[src/rtl/mem_port_arbiter_pkg.sv]
// Shared encodings for the memory port arbiter: FSM states, grant owners and
// the width of the fixed-latency wait counter.
package mem_port_arbiter_pkg;

    localparam int LAT_W = 4;

    typedef enum logic [1:0] {
        ST_IDLE  = 2'd0,
        ST_ISSUE = 2'd1,
        ST_WAIT  = 2'd2,
        ST_RESP  = 2'd3
    } state_e;

    typedef enum logic [1:0] {
        GNT_NONE = 2'd0,
        GNT_F    = 2'd1,
        GNT_D    = 2'd2,
        GNT_L    = 2'd3
    } grant_e;

endpackage

[src/rtl/mem_port_arbiter_arb_pick.sv]
// Combinational winner selection among fetch, data and loader requests.
// A starved fetch jumps ahead of data but never ahead of the loader.
module arb_pick
    import mem_port_arbiter_pkg::*;
(
    input  logic   f_req,
    input  logic   d_req,
    input  logic   l_req,
    input  logic   starved,
    output grant_e gnt
);

    always_comb begin
        gnt = GNT_NONE;
        if (l_req)
            gnt = GNT_L;
        else if (f_req && starved)
            gnt = GNT_F;
        else if (d_req)
            gnt = GNT_D;
        else if (f_req)
            gnt = GNT_F;
    end

endmodule

[src/rtl/mem_port_arbiter.sv]
// Serialises fetch, data and loader accesses onto the single memory port:
// IDLE -> ISSUE -> (WAIT) -> RESP, one access outstanding at a time.
module mem_port_arbiter
    import mem_port_arbiter_pkg::*;
#(
    parameter int AW         = 32,
    parameter int DW         = 32,
    parameter int MEM_LAT    = 2,
    parameter int STARVE_MAX = 4
) (
    input  logic          clk,
    input  logic          reset,
    input  logic          f_req,
    input  logic [AW-1:0] f_addr,
    output logic          f_ack,
    output logic [DW-1:0] f_rdata,
    input  logic          d_req,
    input  logic          d_we,
    input  logic [AW-1:0] d_addr,
    input  logic [DW-1:0] d_wdata,
    output logic          d_ack,
    output logic [DW-1:0] d_rdata,
    input  logic          l_req,
    input  logic          l_we,
    input  logic [AW-1:0] l_addr,
    input  logic [DW-1:0] l_wdata,
    output logic          l_ack,
    output logic          mem_en,
    output logic          mem_we,
    output logic [AW-1:0] mem_addr,
    output logic [DW-1:0] mem_wdata,
    input  logic [DW-1:0] mem_rdata,
    output logic          busy,
    output logic [1:0]    grant_id
);

    localparam int SW = (STARVE_MAX < 1) ? 1 : $clog2(STARVE_MAX + 1);
    localparam logic [SW-1:0] STARVE_LIM = SW'(STARVE_MAX);

    state_e            state_q, state_d;
    grant_e            grant_q, grant_d;
    logic              we_q, we_d;
    logic [AW-1:0]     addr_q, addr_d;
    logic [DW-1:0]     wdata_q, wdata_d;
    logic [LAT_W-1:0]  lat_q, lat_d;
    logic [SW-1:0]     starve_q, starve_d;
    logic [DW-1:0]     f_rdata_q, f_rdata_d;
    logic [DW-1:0]     d_rdata_q, d_rdata_d;

    grant_e pick;
    logic   starved;
    logic   capture;

    assign starved = (starve_q == STARVE_LIM);

    arb_pick u_pick (
        .f_req   (f_req),
        .d_req   (d_req),
        .l_req   (l_req),
        .starved (starved),
        .gnt     (pick)
    );

    always_comb begin
        state_d   = state_q;
        grant_d   = grant_q;
        we_d      = we_q;
        addr_d    = addr_q;
        wdata_d   = wdata_q;
        lat_d     = lat_q;
        starve_d  = starve_q;
        f_rdata_d = f_rdata_q;
        d_rdata_d = d_rdata_q;
        capture   = 1'b0;

        case (state_q)
            ST_IDLE: begin
                // Fetch losing while it asks counts toward starvation; any
                // idle sample without a fetch request forgives the history.
                if (!f_req || pick == GNT_F)
                    starve_d = '0;
                else if (!starved)
                    starve_d = starve_q + 1'b1;

                if (pick != GNT_NONE) begin
                    grant_d = pick;
                    state_d = ST_ISSUE;
                    case (pick)
                        GNT_F: begin
                            addr_d  = f_addr;
                            we_d    = 1'b0;
                            wdata_d = '0;
                        end
                        GNT_D: begin
                            addr_d  = d_addr;
                            we_d    = d_we;
                            wdata_d = d_wdata;
                        end
                        default: begin
                            addr_d  = l_addr;
                            we_d    = l_we;
                            wdata_d = l_wdata;
                        end
                    endcase
                end
            end
            ST_ISSUE: begin
                if (MEM_LAT == 1) begin
                    state_d = ST_RESP;
                    capture = 1'b1;
                end else begin
                    state_d = ST_WAIT;
                    lat_d   = LAT_W'(MEM_LAT - 1);
                end
            end
            ST_WAIT: begin
                lat_d = lat_q - 1'b1;
                if (lat_q == LAT_W'(1)) begin
                    state_d = ST_RESP;
                    capture = 1'b1;
                end
            end
            default: begin
                state_d = ST_IDLE;
                grant_d = GNT_NONE;
            end
        endcase

        // Read data lands in the owner's register on the edge entering RESP;
        // stores and loader reads leave both registers untouched.
        if (capture && !we_q) begin
            if (grant_q == GNT_F)
                f_rdata_d = mem_rdata;
            else if (grant_q == GNT_D)
                d_rdata_d = mem_rdata;
        end
    end

    always_ff @(posedge clk or negedge reset) begin
        if (!reset) begin
            state_q   <= ST_IDLE;
            grant_q   <= GNT_NONE;
            we_q      <= 1'b0;
            addr_q    <= '0;
            wdata_q   <= '0;
            lat_q     <= '0;
            starve_q  <= '0;
            f_rdata_q <= '0;
            d_rdata_q <= '0;
        end else begin
            state_q   <= state_d;
            grant_q   <= grant_d;
            we_q      <= we_d;
            addr_q    <= addr_d;
            wdata_q   <= wdata_d;
            lat_q     <= lat_d;
            starve_q  <= starve_d;
            f_rdata_q <= f_rdata_d;
            d_rdata_q <= d_rdata_d;
        end
    end

    assign mem_en    = (state_q == ST_ISSUE);
    assign mem_we    = mem_en && we_q;
    assign mem_addr  = addr_q;
    assign mem_wdata = wdata_q;
    assign busy      = (state_q != ST_IDLE);
    assign grant_id  = grant_q;
    assign f_ack     = (state_q == ST_RESP) && (grant_q == GNT_F);
    assign d_ack     = (state_q == ST_RESP) && (grant_q == GNT_D);
    assign l_ack     = (state_q == ST_RESP) && (grant_q == GNT_L);
    assign f_rdata   = f_rdata_q;
    assign d_rdata   = d_rdata_q;

endmodule

[config.mk]
export PLATFORM = sky130hd
export DESIGN_NAME = mem_port_arbiter
export DESIGN_NICKNAME = d
export VERILOG_FILES = /design/src/rtl/mem_port_arbiter_pkg.sv /design/src/rtl/mem_port_arbiter_arb_pick.sv /design/src/rtl/mem_port_arbiter.sv
export SDC_FILE = /design/constraint.sdc
export NUM_CORES = 1
export LEC_CHECK = 0
export CAP_MARGIN = 5
export CORE_ASPECT_RATIO = 0.8
export CORE_MARGIN = 4
export CORE_UTILIZATION = 44
export DETAILED_ROUTE_END_ITERATION = 12
export PLACE_DENSITY = 0.87
export SYNTH_ARGS = -nofsm -noshare
export SYNTH_HDL_FRONTEND = slang
export SYNTH_HIERARCHICAL = 1
export SYNTH_SLANG_ARGS = --single-unit
[constraint.sdc]
create_clock -name clk -period 6.8 [get_ports clk]
set_input_delay 0.68 -clock clk [delete_from_list [all_inputs] [get_ports clk]]
set_output_delay 0.68 -clock clk [all_outputs]
set_load 0.05 [all_outputs]
==> flow_metrics.tcl <==
set metrics [dict create \
    grt_pass1_vias 5750 \
    yosysUniqueCellTypes 38 \
    ant_nets 0 \
    async_reset_ff_share_pct 100 \
    outcome "completed" \
    area_growth_pct 59.1 \
    wl_per_cell_microns 19.6 \
    post-route-period-util_pct 48.6 \
    p_sw_mw 2.72 \
    grt_pass1_wl_mm 32.6 \
    rsz0062_at_grt "no" \
    insertion_delay_ns 0.42 \
    reg2reg_to "mem_wdata[31]" \
    crit_family "simple AND/OR/NAND/NOR gates" \
    die-width_microns 146 \
    yosysSeqAreaShare_pct 52.1 \
    cp.required_ns 7.12 \
    cts_resized 0 \
    cts_buffer_depth 2 \
    maxCapViolCount 0 \
    combinationalPowerShare_pct 58.2 \
    numClockSinks 140 \
    final_cell_mix "333 x clkdlybuf4s50_1, 140 x dfrtp_1, 60 x mux2_4, 39 x nand2_1, 37 x o21ai_0" \
    core_sq_um 15000 \
    irDropWorstVdd_v 0.000267 \
    crit_fanout 34 \
    cts_setup_buffers 0 \
    cts_made_buffers 17 \
    clock_power_share_pct 15.7 \
    io_buffers 334 \
    vias 5762 \
    fmax_mhz 302 \
    ys_warn_count 6 \
    cp.arrival_ns 3.63 \
    grt_max_degree 99 \
    die_y_microns 119 \
    wl_mm 21.5 \
    via_per_inst 5.27 \
    reg2reg_slack_ns 3.49 \
    finalSetupViolCount 0 \
    worstReg2RegStart "starve_q[0]" \
    seqPwrFrac_pct 26.2 \
    antenna_found_initial 1 \
    path_buf_inv 3 \
    synth_area_sq_um 6720 \
    synth_ff_type "dfrtp_1" \
    min_period_ns 3.31 \
    dp_cells 1062 \
    tightestPinTransition_ns 1.20 \
    synth-edff-count 0 \
    cts.hold.buffers_added 0 \
    layoutNonFillerInstCount 1094 \
    start_util_pct 44.8 \
    place.gp.congestion 0.863 \
    ys_ff_latch 140 \
    critPathMaxStageDelay_ns 0.99 \
    worst-setup-path-type "reg -> reg" \
    hold_viol 0 \
    cts_tree "built" \
    root_buffer "clkbuf_16" \
    dr.first_iter.drc_count 291 \
    diodes 0 \
    leakage_nw 4.82 \
    path_cells "inv_1 > ha_1 > and2_1 > nand2b_1 > a21o_1 > inv_1 > ha_1 > buf_4 > and2_1 > a21oi_1 > o21ai_0" \
    drc 0 \
    setup-tns-final_ns 0 \
    row_count 40 \
    powerDensity_nw_per_um2 532 \
    hold_class "in -> async" \
    die_area_sq_um 17300 \
    drtPass1Iterations 4 \
    drv_slew 0 \
    fin_util_pct 71.2 \
    slew_headroom_pct 20.1 \
    n_fill_cell 1060 \
    drive_above_1_share_pct 11.8 \
    netSwitchingFraction_pct 47.9 \
    clkTransAtPathRegs_ns 0.07 \
    critPathLaunchType "flip-flop" \
    crit_path_top_delay_cell "and2_1" \
    avgSynthCellArea_sq_um 11.6 \
    pin_count 335 \
    grt-ovfl-total 0 \
    mappedNetlistNets 791 \
    layout_commonest_cell "clkdlybuf4s50_1" \
    grt_usage_pct 24.3 \
    layout.nets 1102 \
    htreeDepth 4 \
    skew_ns 0.00783 \
    crit_path_end_kind "flip-flop" \
    syn-instance-count 581 \
    dp_hpwl_mm 16.0 \
    internal_power_mw 2.96 \
    r2r_cells 11 \
]
## synthesized netlist by cell type, drive strengths merged, types with 3 or more instances
cell	count	area share, %
a211oi	32	3.6
a21o	34	3.8
a21oi	34	2.5
a22oi	35	3.9
and2	3	0.28
buf	19	1.9
clkbuf	27	1.5
dfrtp	140	52
ha	11	2.0
inv	12	0.67
mux2	65	14
nand2	39	2.2
nand2b	3	0.28
nor2	34	1.9
nor2b	33	3.1
o21ai	37	2.8
## power groups by stage
stage / registers [mW] / logic [mW] / clock network, mW
global placement: 1.47 / 3.27 / 0
floorplan: 2.75 / 0.907 / 0
global route: 1.54 / 3.45 / 0.942
finish: 1.49 / 3.31 / 0.891
CTS: 1.49 / 3.33 / 0.907
detailed placement: 1.49 / 3.31 / 0
## logic make-up (layout without fill, tap and decap cells)
| family | Yosys count | after routing | share of synthesized area, % |
|---|---|---|---|
| mux | 67 | 67 | 14.5 |
| compound gates | 182 | 182 | 17.7 |
| simple gates | 123 | 123 | 9.50 |
| flops | 140 | 140 | 52.1 |
| buf+inv | 58 | 382 | 4.08 |
| fa+ha+maj | 11 | 11 | 2.05 |
## routing by layer
metal	share of wire [%]	track usage (%)	routed length [microns]
met4	2.8	8.75	594
met2	51	42.2	11000
met3	7.8	7.59	1670
met1	38	28.3	8220
met5	0.056	0	12
## stage by stage
stage / setup WS, ns / total power, mW / hold WS [ns] / instance area [sq um]
global placement: 3.36 / 4.74 / 0.459 / 10100
floorplan: 4.46 / 3.66 / 0.384 / 6720
detailed placement: 3.25 / 4.81 / 0.465 / 10100
CTS: 3.49 / 5.73 / 0.274 / 10700
finish: 3.49 / 5.69 / 0.266 / 10700
global route: 3.23 / 5.93 / 0.299 / 10700
## final cells by class
class / count / area [sq um] / area share (%)
clock buffer: 17 / 425 / 3.98
clock inverter: 15 / 144 / 1.35
inverter: 12 / 45.0 / 0.421
multi-input combinational: 383 / 2960 / 27.7
sequential: 140 / 3500 / 32.8
tap: 189 / 236 / 2.21
timing repair buffer: 338 / 3370 / 31.6
## flip-flops by register name, indices dropped and copies added, names as in the netlist
name	count
we_q	1
f_rdata	32
grant_id	2
lat_q	4
state_q	2
mem_wdata	32
d_rdata	32
mem_addr	32
starve_q	3
## worst max-delay path by stage
stage | cells past startpoint | slack, ns | endpoint | startpoint
final | 11 | 3.49 | mem_wdata[31] | starve_q[0]
after global routing | 11 | 3.23 | mem_wdata[15] | starve_q[0]
after CTS | 11 | 3.49 | mem_wdata[31] | starve_q[0]
after detailed placement | 9 | 3.25 | mem_wdata[24] | d_req
after global placement | 9 | 3.36 | mem_wdata[12] | d_req
after floorplan | 12 | 4.46 | mem_addr[10] | starve_q[0]
(Power assumes the default switching activity.)
